`src/rtl/sobel_3x3.sv`:
```
// Sobel 3x3 gradient magnitude with thresholded edge flag, border and sync masking.
// Four register stages: triple sums, Gx/Gy, absolute values, saturate/mask/threshold.
module sobel_3x3 #(
    parameter int DSIZE        = 8,
    parameter int VIDEO_WIDTH  = 1920,
    parameter int VIDEO_HEIGHT = 1080,
    parameter int THRESHOLD    = 128
) (
    input  logic             clock,
    input  logic             rst,
    input  logic             invs,
    input  logic             inde,
    input  logic [DSIZE-1:0] indata_0_0,
    input  logic [DSIZE-1:0] indata_0_1,
    input  logic [DSIZE-1:0] indata_0_2,
    input  logic [DSIZE-1:0] indata_1_0,
    input  logic [DSIZE-1:0] indata_1_1,
    input  logic [DSIZE-1:0] indata_1_2,
    input  logic [DSIZE-1:0] indata_2_0,
    input  logic [DSIZE-1:0] indata_2_1,
    input  logic [DSIZE-1:0] indata_2_2,
    output logic             outvs,
    output logic             outde,
    output logic [DSIZE-1:0] outdata,
    output logic             outedge
);
    localparam int W  = DSIZE + 3;
    localparam int SW = DSIZE + 2;
    localparam int PW = 16;
    localparam logic [PW-1:0]    COL_LAST = PW'(VIDEO_WIDTH - 1);
    localparam logic [PW-1:0]    ROW_LAST = PW'(VIDEO_HEIGHT - 1);
    localparam logic [DSIZE-1:0] THR      = DSIZE'(THRESHOLD);

    function automatic logic [SW-1:0] wsum(input logic [DSIZE-1:0] a, b, c);
        return {2'b00, a} + {1'b0, b, 1'b0} + {2'b00, c};
    endfunction

    // position tracking and sync
    logic [PW-1:0] col, row;
    logic          prev_de, prev_vs, synced;
    logic          vs_rise, de_fall, border;

    assign vs_rise = invs & ~prev_vs;
    assign de_fall = prev_de & ~inde;
    assign border  = (col == '0) || (col >= COL_LAST) || (row == '0) || (row >= ROW_LAST);

    always_ff @(posedge clock) begin
        if (rst) begin
            col     <= '0;
            row     <= '0;
            prev_de <= 1'b0;
            prev_vs <= 1'b0;
            synced  <= 1'b0;
        end else begin
            prev_de <= inde;
            prev_vs <= invs;
            if (vs_rise) synced <= 1'b1;
            if (de_fall)                  col <= '0;
            else if (inde && col != '1)   col <= col + 1'b1;
            // frame start clears row even if a line ends in the same cycle
            if (vs_rise)                      row <= '0;
            else if (de_fall && row != '1)    row <= row + 1'b1;
        end
    end

    // datapath stage registers
    logic [SW-1:0]       s_r, s_l, s_b, s_t;
    logic signed [W-1:0] gx, gy;
    logic [SW-1:0]       ax, ay;
    logic [2:0]          pass_pipe;
    logic [3:0]          vs_pipe, de_pipe;

    logic signed [W-1:0] ngx, ngy;
    logic [W-1:0]        mag;
    logic [DSIZE-1:0]    sat;

    always_comb begin
        ngx = -gx;
        ngy = -gy;
        mag = {1'b0, ax} + {1'b0, ay};
        sat = (|mag[W-1:DSIZE]) ? '1 : mag[DSIZE-1:0];
    end

    always_ff @(posedge clock) begin
        if (rst) begin
            s_r       <= '0;
            s_l       <= '0;
            s_b       <= '0;
            s_t       <= '0;
            gx        <= '0;
            gy        <= '0;
            ax        <= '0;
            ay        <= '0;
            pass_pipe <= '0;
            vs_pipe   <= '0;
            de_pipe   <= '0;
            outdata   <= '0;
            outedge   <= 1'b0;
        end else begin
            s_r <= wsum(indata_0_2, indata_1_2, indata_2_2);
            s_l <= wsum(indata_0_0, indata_1_0, indata_2_0);
            s_b <= wsum(indata_2_0, indata_2_1, indata_2_2);
            s_t <= wsum(indata_0_0, indata_0_1, indata_0_2);
            gx  <= $signed({1'b0, s_r}) - $signed({1'b0, s_l});
            gy  <= $signed({1'b0, s_b}) - $signed({1'b0, s_t});
            ax  <= gx[W-1] ? ngx[SW-1:0] : gx[SW-1:0];
            ay  <= gy[W-1] ? ngy[SW-1:0] : gy[SW-1:0];
            pass_pipe <= {pass_pipe[1:0], inde & synced & ~border};
            vs_pipe   <= {vs_pipe[2:0], invs};
            de_pipe   <= {de_pipe[2:0], inde};
            outdata   <= pass_pipe[2] ? sat : '0;
            outedge   <= pass_pipe[2] && (sat > THR);
        end
    end

    assign outvs = vs_pipe[3];
    assign outde = de_pipe[3];
endmodule

```
`config.mk`:
```
export PLATFORM = sky130hd
export DESIGN_NAME = sobel_3x3
export DESIGN_NICKNAME = d
export VERILOG_FILES = /design/src/rtl/sobel_3x3.sv
export SDC_FILE = /design/constraint.sdc
export NUM_CORES = 1
export LEC_CHECK = 0
export BUFFER_PORTS_ARGS = -buffer_cell sky130_fd_sc_hd__buf_4
export CAP_MARGIN = 20
export CORE_MARGIN = 3
export CORE_UTILIZATION = 62
export CTS_CLUSTER_SIZE = 30
export DETAILED_ROUTE_END_ITERATION = 6
export PLACE_DENSITY = 0.93
export SLEW_MARGIN = 0
export SYNTH_ARGS = -nofsm -noshare
export SYNTH_HDL_FRONTEND = slang
export SYNTH_SLANG_ARGS = --single-unit
```
`constraint.sdc`:
```
create_clock -name clock -period 5.27 [get_ports clock]
set_clock_uncertainty 0.05 [all_clocks]
set_input_delay 0.7905 -clock clock [delete_from_list [all_inputs] [get_ports clock]]
set_output_delay 0.7905 -clock clock [all_outputs]
set_load 0.05 [all_outputs]
```
==> results.txt, run 1 <==
The number of max-slew violations in the final report is 0. The count of antenna-violating nets left after detailed routing is 0. In this run the power density over the cells is 434.9 nW/um^2. At the pin with the least slew margin, the transition time is 1035 ps. The number of detailed-route iterations in the first pass came out at 6.

For this block, the via count after detailed routing is 6143. After filler insertion, the fill cell instance count of the layout stands at 701. The count of final setup violators came out at 0. The number of post-CTS setup repair buffers came out at 0. The tool flagged a number of max-cap violations equal to 0. The share of synthesized area in the top cell type comes to 0.3560. The switching power summed over all nets came out at 1.310 mW. The number of distinct library cells after synthesis is 51. The data arrival time of the critical path is 3260 ps. The synthesized design contains 135 register bits. STA classifies the critical path endpoint as a flip-flop. dfxtp_1 takes more of the synthesized area than any other cell. The count of endpoints failing hold in the final timing report is 0. In the final layout, the share of cells above drive strength 1 is 0.1435.

The floorplan step defined a core boundary enclosing 11710 um^2. The worst setup path is launched from a primary input. The critical path is of the in2reg type. The setup total negative slack came out at 0 ps. The synthesized design contains 0 enable-type register cells. The kind of cell adding the most delay to the critical path is compound AO/OA/AOI/OAI gates. The die area came out at 13610 um^2.

The number of input and output port buffers inserted came out at 78. The headroom to the max-slew limit is 0.3099. The wire-length estimate of the detail-placed layout is 11.38 mm. Measured along the x axis, the die boundary spans 116.7 um. The initial antenna violation count came out at 0. The first-iteration detailed-routing DRC count is 527.

The most common flop cell mapped by yosys is dfxtp_1. The TritonCTS buffer count is 17. The buffer and inverter count on the worst path came out at 1. The flow ran to the end, and the final reports show no timing, DRC or antenna violations. The share of synthesized area occupied by flip-flops and latches came out at 0.3560. The maximum clock frequency came out at 0.3333 GHz. Traced cell by cell, the critical path runs through buf_4 > fa_1 > ha_1 > a21o_1 > a21oi_1 > o21ai_0 > a2111oi_0 > nor3_1 > mux2_2. The wire length of the first global-routing pass is 28.77 mm. The TritonCTS clock tree is built. The final estimated routing congestion in global placement came out at 0.8791. The average vias per placed instance came out at 5.817. The number of top-level pins is 87. The type of the tightest min-delay check is reg2reg.

The commonest cells after synthesis are dfxtp_1 (135), nor2_1 (116), ha_1 (72), inv_1 (59), nor3_1 (44). The total routing usage reported by global routing came out at 0.2657. The vertical die dimension is 116.7 um. The clock insertion delay at the later pin of the skew report came out at 410 ps. The starting density of the core came out at 0.6483.

For this run, asynchronously set or reset flops after synthesis account for 0. The largest single stage delay on the critical path is 520 ps. The minimum hold slack came out at 381.5 ps. The via count of the first global-routing pass came out at 6328.

The number of hold buffers added after cts is 0. After synthesis, the cell types taking the most area are dfxtp_1 (36%), ha_1 (12%), fa_1 (9.2%). The count of unresolved DRC violations after routing is 0. The remaining global-route overflow is 0. In this run the cell area measured after placement is 8289 um^2. The CTS sink count is 135. The number of instances in the synthesized netlist came out at 821. Once layout is done, the placed cells without fillers occupy 8902 um^2. The switching share of power is 0.3384. After synthesis the cells add up to 7592 um^2. The library cell with the highest instance count after synthesis is dfxtp_1.

Setup repair after global routing left no endpoint under its margin. In the finished design, the share of the clock period the worst path needs comes to 0.5693. The static leakage came out at 3.857 nW. The final critical delay including setup and external delays is 3000 ps. The non-filler instance count after layout is 1056.

The number of antenna diodes in the final layout is 0. The worst-case vdd ir drop is 285.1 uV. The final core area utilization is 0.7602. The average wire length per cell after detail routing is 15.99 um. The number of gates resized after CTS was 0. The worst-case clock buffer depth came out at 2. The net count of the finished layout is 1083. The total number of yosys warnings came out at 0. The H-tree depth reported by CTS came out at 4. The clock transition at the registers of the reported paths is 60 ps. The critical-path cell with the highest stage delay is fa_1. The synthesized net count came out at 1004.

Relative to the synthesized area, the layout overhead comes to 17.25%. The worst-path maximum fanout came out at 2. Internal power comes to 2.561 mW. The largest net degree at the start of global routing came out at 105.

The clock network fraction of design power is 0.314. The synthesized area divided by synthesized cell count is 9.248 um^2. The number of placed instances, taps included, is 1024. Of the total power, registers draw 0.339.

The root buffer cell chosen for the clock tree is clkbuf_16. The data required time of the critical path came out at 5530 ps. The floorplan has 39 rows.

The final wirelength is 16.88 mm. Of the total power, combinational logic draws 0.347.
through the flow:
| stage | setup slack [ps] | power [mW] |
|---|---|---|
| 6_report | 2270 | 3.872 |
| 3_5_place_dp | 1923 | 2.579 |
| 4_1_cts | 2363 | 3.852 |
| 3_3_place_gp | 1969 | 2.523 |
| 2_1_floorplan | 2314 | 2.291 |
| 5_1_grt | 2063 | 4.091 |
sequential cells by signal (all words and copies together), names as in the netlist, 10 cells and up:
signal and count:
ax 10, col 16, gx 11, s_l 10
ay 10, s_t 10, s_b 10, gy 11
s_r 10, row 16
kinds of logic (layout without fill, tap and decap cells):
family                   after synthesis  count (layout)  share of synthesized area
AO/OA/AOI/OAI                        133             133                     0.1190
XOR/XNOR                              60              60                    0.06922
adder cells (fa/ha/maj)              107             107                     0.2109
buffers and inverters                 78             170                    0.03856
flip-flops                           135             135                     0.3560
multiplexers                          10              10                    0.01450
AND/OR/NAND/NOR                      298             298                     0.1918
layer usage:
metal / part of all wire / wire length, um / vias to the layer above / track usage
met5: 0 / 0 / - / 0
met4: 0.035 / 583 / 0 / 0.1239
met3: 0.048 / 818 / 53 / 0.05751
met2: 0.52 / 8710 / 230 / 0.4798
met1: 0.40 / 6770 / 2892 / 0.2980
li1: - / - / 2968 / -
area by class of cell:
cell class | instances | area, um^2 | share of cell area
Timing Repair Buffer | 78 | 585.6 | 0.06578
Tap cell | 143 | 178.9 | 0.02010
Sequential cell | 135 | 2703 | 0.3036
Clock buffer | 18 | 439.2 | 0.04933
Inverter | 60 | 225.2 | 0.02530
Clock inverter | 14 | 173.9 | 0.01954
Multi-Input combinational cell | 608 | 4597 | 0.5164
final timing paths:
| path | slack [ps] | startpoint | endpoint | cells past startpoint |
|---|---|---|---|---|
| setup / recovery | 2270 | indata_2_0[2] | s_b[8] | 9 |
| hold reg to reg | 380 | pass_pipe[0] | pass_pipe[1] | 1 |
| setup reg to reg | 2750 | ax[0] | outdata[1] | 8 |
| hold / removal | 380 | pass_pipe[0] | pass_pipe[1] | 1 |
cell usage in the layout, fill, tap and decap left out, types with 7 or more instances in the layout:
| cell | n |
|---|---|
| a21oi_1 | 33 |
| clkbuf_16 | 17 |
| xor2_1 | 41 |
| nand2_1 | 33 |
| buf_4 | 78 |
| fa_1 | 35 |
| nand3_1 | 11 |
| nor2_1 | 116 |
| nand2b_1 | 7 |
| ha_1 | 72 |
| o21ai_0 | 21 |
| mux2_2 | 8 |
| dfxtp_1 | 135 |
| inv_1 | 59 |
| and3_1 | 7 |
| xnor2_1 | 19 |
| o21a_1 | 21 |
| a21o_1 | 13 |
| o31ai_1 | 8 |
| a211oi_1 | 7 |
| nor4_1 | 9 |
| nor3_1 | 44 |
| nor2b_1 | 40 |
| nand4_1 | 12 |
power groups by stage:
stage                     clock (mW)  combinational (mW)  sequential, mW
after floorplan                    0                1.00            1.29
after global placement             0                1.21            1.31
after detailed placement           0                1.26            1.32
after CTS                       1.22                1.32            1.31
after global routing            1.27                1.49            1.33
final                           1.22                1.34            1.31
Note: power is estimated with default switching activity, not from simulation.
==> run 2: changes to the inputs <==
Settings changed: CORE_UTILIZATION 62 to 53, PLACE_DENSITY 0.93 to 0.85.
Clock period 5.27 ns to 2.4 ns, I/O delays scaled along.
==> run 2 against run 1 <==
Core utilization fell by 10 points; register-to-register slack got worse by 2600 ps; first-iteration DRC count fell by 31%; total power rose by 130%; global-route usage fell by 6.4 points; via count fell by 3.8%; critical endpoint is now s_b[7].
==> results.txt, run 2 (synthesis gave the netlist of run 1 again) <==
The flow ran to the end, and the final reports show no timing, DRC or antenna violations. The worst-case vdd ir drop came out at 650.5 uV (+130%). The core area is 13930 um^2 (+19%). The die area is 15800 um^2 (+16%). The clock transition at the registers of the reported paths came out at 60 ps (about the same).

The final critical delay including setup and external delays came out at 2332 ps. In this run the critical register-to-register path is launched from s_t[1]. The pin slew with the least headroom to its limit came to 625.7 ps (-409.5 ps). The number of input and output port buffers inserted came out at 78 (unchanged). The path class of the tightest hold or removal check is in2reg. The routed via count is 5910 (-3.8%). The final estimated routing congestion in global placement is 0.8673 (-1.3%).

The die width was 125.7 um (+7.7%). The sum of internal, switching and leakage power is 8.711 mW (+130%). STA classifies the critical path endpoint as a flip-flop.

The minimum setup slack in the final design is 67.53 ps (-2203 ps). Tracing the worst setup path back leads to its startpoint at indata_2_0[1]. The antenna diode instance count came out at 0 (unchanged). The count of placed standard cells including taps is 1084 (+5.9%).

The share of layout cells above drive strength 1 is 0.1740 (+0.03048). The TritonCTS clock tree is built. The number of max-capacitance violations reported is 0 (unchanged).

The number of detailed-route iterations in the first pass is 5 (-1). The count of antenna-violating nets left after detailed routing came out at 0 (unchanged). The clock insertion delay at the later pin of the skew report came out at 420 ps (about the same). The critical hold path startpoint is invs. The H-tree depth reported by CTS came to 4 (unchanged). The final core area utilization came out at 0.6599 (-0.1003). The worst-path maximum fanout came out at 2 (unchanged). The CTS sink count came out at 135 (unchanged).

The data required time of the critical path is 2640 ps (-2890 ps). The highest cell delay on the worst timing path came to 570 ps (+50 ps). The total half-perimeter wirelength after legalization and detailed placement is 11.37 mm (about the same). The count of endpoints failing hold in the final timing report came out at 0 (unchanged).

In the layout the commonest cells are dfxtp_1 (135), nor2_1 (116), buf_4 (102), ha_1 (72), inv_1 (59). The pre-CTS setup slack is -391.1 ps (-2314 ps). The starting density of the core is 0.5449 (-0.1034). The worst-case clock buffer depth came to 2 (unchanged). The area taken by flip-flops and latches is 2703 um^2 (unchanged). In the final layout, the registers with the most flip-flops are col (16), row (16). The area of combinational cells with multiple inputs came out at 4632 um^2 (+0.76%).

The initial antenna violation count is 0 (unchanged). The final wirelength is 15.58 mm (-7.7%). The vertical die dimension came out at 125.7 um (+7.7%). On the critical path, the stage with the largest delay is an instance of fa_1.

The remaining global-route overflow is 0 (unchanged). The via count of the first global-routing pass is 6019 (-4.9%). The static leakage came out at 4.017 nW (+4.1%).

The total routing usage reported by global routing came out at 0.2022 (-0.06352). The final worst-path cycle share is 0.9719. The power density over the cells came out at 947.4 nW/um^2 (+120%). The non-filler instance count after layout was 1117 (+5.8%). The tree is rooted in a clkbuf_16. The library cell used most frequently in the layout, excluding fill and tap cells, is dfxtp_1.

The first-iteration detailed-routing DRC count is 362 (-31%). The count of unresolved DRC violations after routing is 0 (unchanged). The cell row count came out at 43 (+10%). STA classifies the critical path startpoint as a primary input. Compared with the post-synthesis result, the final layout area differs by 21.11%.

The number of top-level pins is 87 (unchanged). The category of the most critical setup path is in2reg. The TritonCTS buffer count came out at 17 (unchanged). The signal on the critical path passes through buf_4 > fa_1 > ha_1 > inv_1 > fa_1 > nor2b_1 > o21ai_0 > a21boi_1 > o21a_1 > o21a_1 > nor3_1.

The number of max-slew violations in the final report came out at 0 (unchanged). The largest net degree at the start of global routing is 44 (-58%). The net count of the finished layout was 1107 (+2.2%). The average wire length per cell after detail routing is 13.95 um (-13%).

The wire length of the first global-routing pass is 26.59 mm (-7.6%). The data arrival time of the critical path was 2570 ps (-690 ps). The count of final setup violators was 0 (unchanged).

The total of fill cells in the finished design is 1036 (+48%). The average vias per placed instance is 5.291 (-9.0%). The maximum clock frequency is 0.4287 GHz. The headroom to the max-slew limit came out at 0.5721 (+0.2622).
run 2: cell count changes in the layout (fill, tap and decap cells not counted), moves of 4 or more:
cell and change:
buf_4 +24, o21ai_0 -6, o21ai_1 +6, a21oi_1 -5
a21oi_2 +5, clkinv_2 +4
run 2: path summary, 6_finish.rpt:
path	endpoint	slack [ps]	depth (start not counted)
min	vs_pipe[0]	130	2
max	s_b[7]	70	11
min reg2reg	de_pipe[3]	380	1
max reg2reg	gy[9]	140	8
run 2: cell type report:
class / instances / area share
Clock buffer: 18 / 0.04776
Sequential cell: 135 / 0.2939
Timing Repair Buffer: 102 / 0.08328
Multi-Input combinational cell: 608 / 0.5037
Inverter: 60 / 0.02449
Tap cell: 180 / 0.02449
Clock inverter: 14 / 0.02232
run 2: layer usage:
layer,GRT usage,up-vias,routed length [um]
li1,-,3027,-
met1,0.2393,2708,6846
met2,0.3647,151,7761
met3,0.04835,24,721
met4,0.05867,0,252
met5,0,-,0
run 2: power by group:
| part | switching (mW) | leakage, nW | internal, mW |
|---|---|---|---|
| Clock | 0.958 | 0.319 | 1.86 |
| Sequential | 0.216 | 1.11 | 2.64 |
| Combinational | 1.58 | 2.59 | 1.46 |
| Total | 2.75 | 4.02 | 5.96 |
run 2: worst max-delay path, delay by kind of cell:
family | cells | cell delay, ps
buf+inv | 2 | 190
simple gates | 2 | 230
compound gates | 4 | 640
fa+ha+maj | 3 | 1140
run 2: per-stage QoR:
| stage | TNS, ps | instance area [um^2] | hold WS [ps] |
|---|---|---|---|
| floorplan | 0 | 7607 | 363.8 |
| global placement | -4021 | 8523 | 375.8 |
| detailed placement | -4618 | 8523 | 371.2 |
| CTS | 0 | 9168 | 118.3 |
| global route | -30.63 | 9195 | 117.9 |
| finish | 0 | 9195 | 132.3 |
run 2: what timing repair did:
action	in CTS	in global routing
hold buffers	0	0
resized for setup	0	10
buffers inserted	0	1
endpoints found under the setup margin	0	18
==> run 3: changes to the inputs <==
Settings changed: BUFFER_PORTS_ARGS -buffer_cell sky130_fd_sc_hd__buf_4 to -buffer_cell sky130_fd_sc_hd__buf_2.
==> run 3 against run 2 <==
Critical path depth unchanged; non-clock buffer count unchanged; worst hold slack improved by 4.1 ps; clock power decreased by 13%; global-route usage increased by 0.47 points; critical path type unchanged; critical endpoint is now s_l[7]; largest cell class unchanged.
==> results.txt, run 3 (synthesis gave the netlist of run 1 again) <==
The initial antenna violation count is 0 (unchanged). The number of top-level pins came out at 87 (unchanged). The TritonCTS buffer count was 17 (unchanged). The final worst-path cycle share is 0.9668 (-0.005060). The die width was 125.7 um (unchanged). The largest net degree at the start of global routing came out at 95 (+120%). The number of max-slew violations in the final report came out at 0 (unchanged). The worst setup path is of the in2reg kind. The flow ran to the end, and the final reports show no timing, DRC or antenna violations.

The CTS sink count came out at 135 (unchanged). The number of input and output port buffers inserted is 78 (unchanged). The share of layout cells above drive strength 1 came out at 0.1740 (unchanged). From synthesis to final layout, the design area changed by 17.75%.

The largest individual stage delay along the critical path comes from the cell fa_1. Leaving out fill and tap cells, the most frequent cells in the layout are dfxtp_1 (135), nor2_1 (116), buf_2 (78), ha_1 (72), inv_1 (59). STA classifies the critical path endpoint as a flip-flop. The worst-path maximum fanout is 2 (unchanged).

The most common library cell in the layout ignoring fill and taps is dfxtp_1. The worst setup path is launched from a primary input. The remaining global-route overflow came out at 0 (unchanged). The count of endpoints failing hold in the final timing report is 0 (unchanged). The die area came out at 15800 um^2 (unchanged). The pin slew with the least headroom to its limit is 617.7 ps (-8.003 ps). The first-iteration detailed-routing DRC count is 296 (-18%). The data arrival time of the critical path is 2560 ps (about the same). The type of the tightest min-delay check is in2reg. The worst-case vdd ir drop is 668.2 uV (+2.7%). The largest registers in the layout are col (16), row (16). The final wirelength came out at 15.48 mm (-0.69%).

The number of max-capacitance violations reported is 0 (unchanged). The count of unresolved DRC violations after routing is 0 (unchanged). The number of detailed-route iterations in the first pass is 5 (unchanged). The antenna diode instance count is 0 (unchanged). The vertical die dimension is 125.7 um (unchanged). The static leakage is 3.910 nW (-2.6%). The clock insertion delay at the later pin of the skew report is 420 ps (about the same). The maximum clock frequency came out at 0.4310 GHz (+0.52%). The buffer and inverter count on the worst path is 2 (unchanged). The total of fill cells in the finished design came out at 1019 (-1.6%). The starting density of the core is 0.5449 (unchanged).

The final estimated routing congestion in global placement is 0.8279 (-4.5%). The wire length of the first global-routing pass came to 27.28 mm (+2.6%). The core area is 13930 um^2 (unchanged).

Clock tree synthesis selected as its root buffer the cell clkbuf_16. The clock transition at the registers of the reported paths came out at 60 ps (about the same). The highest cell delay on the worst timing path is 570 ps (about the same). The data required time of the critical path came out at 2640 ps (about the same). The count of placed standard cells including taps was 1084 (unchanged). The headroom to the max-slew limit is 0.5882 (+0.01612). The power density over the cells came out at 934.5 nW/um^2 (-1.4%). The worst-case clock buffer depth is 2 (unchanged).

The kind of cell adding the most delay to the critical path is adder cells. The final critical delay including setup and external delays is 2320 ps (-12.14 ps). The total routing usage reported by global routing was 0.2069 (+0.004717). The internal reg-to-reg setup slack is 140 ps (about the same). The TritonCTS clock tree is built.

The average wire length per cell after detail routing is 13.85 um (-0.69%). The count of antenna-violating nets left after detailed routing came to 0 (unchanged). The cell row count came out at 43 (unchanged). The final core area utilization came out at 0.6416 (-0.01832). The routed via count was 6066 (+2.6%). The count of final setup violators is 0 (unchanged). The non-filler instance count after layout came out at 1117 (unchanged).

The net count of the finished layout is 1107 (unchanged). The total half-perimeter wirelength after legalization and detailed placement came out at 11.35 mm (-0.25%). The signal on the critical path passes through buf_2 > fa_1 > ha_1 > inv_1 > fa_1 > nor2b_2 > o21ai_0 > a21boi_1 > o21a_1 > o21a_1 > nor3_1.

The H-tree depth reported by CTS came out at 4 (unchanged). The average vias per placed instance is 5.431 (+2.6%). The via count of the first global-routing pass came out at 6244 (+3.7%).
[run 3: cell types whose count changed in the layout (fill, tap and decap cells not counted), moves of 2 or more]
cell,before,now
a2111oi_0,4,2
buf_2,0,78
buf_4,102,23
bufinv_16,5,2
clkinv_4,2,0
clkinvlp_4,1,6
[run 3: final cells by class]
class / count / area, um^2 / area share
Multi-Input combinational cell: 608 / 4639 / 0.5190
Clock buffer: 18 / 429.2 / 0.04801
Inverter: 60 / 225.2 / 0.02519
Clock inverter: 14 / 135.1 / 0.01512
Tap cell: 180 / 225.2 / 0.02519
Timing Repair Buffer: 102 / 583.1 / 0.06522
Sequential cell: 135 / 2703 / 0.3023
[run 3: what timing repair did]
| item | 4_1_cts | 5_1_grt |
|---|---|---|
| setup buffers | 0 | 1 |
| setup endpoints to repair | 0 | 23 |
| hold buffers | 0 | 0 |
| endpoints found under the hold margin | 0 | 0 |
| resized for setup | 0 | 14 |
[run 3: per-layer routing]
layer	wire length, um	GRT usage	up-vias
met3	723	0.04198	37
met1	6745	0.2506	2832
met5	0	0	-
met4	333	0.07015	0
met2	7672	0.3672	177
li1	-	-	3020
[run 3: per-stage QoR]
step	setup WS (ps)	TNS, ps	total power [mW]	area, um^2	hold WS, ps
floorplan	6.412	0	5.045	7607	363.8
global placement	-350.2	-3986	5.698	8341	373.9
detailed placement	-406.0	-4634	5.800	8341	371.8
CTS	7.462	0	8.308	8905	128.2
global route	-1.943	-1.943	8.913	8940	144.0
finish	79.67	0	8.355	8940	136.5
[run 3: worst paths after layout]
check        cells past startpoint     startpoint            to
max reg2reg                      9          ax[0]    outdata[0]
min                              2           invs    vs_pipe[0]
min reg2reg                      1   pass_pipe[0]  pass_pipe[1]
max                             11  indata_0_0[1]        s_l[7]
[run 3: report_power, final]
group	internal, mW	total (mW)	leakage, nW	switching (mW)
combinational	1.44	3.03	2.54	1.60
sequential	2.64	2.86	1.11	0.223
clock	1.51	2.46	0.263	0.950
total	5.59	8.35	3.91	2.77
[run 3: worst register-to-register path: stages, from the launching register on]
cell	delay, ps
dfxtp_1	300
ha_1	220
fa_1	440
a211oi_2	280
o21bai_1	140
a21oi_2	220
a21o_1	180
nor3_2	50
buf_4	160
a21oi_1	150
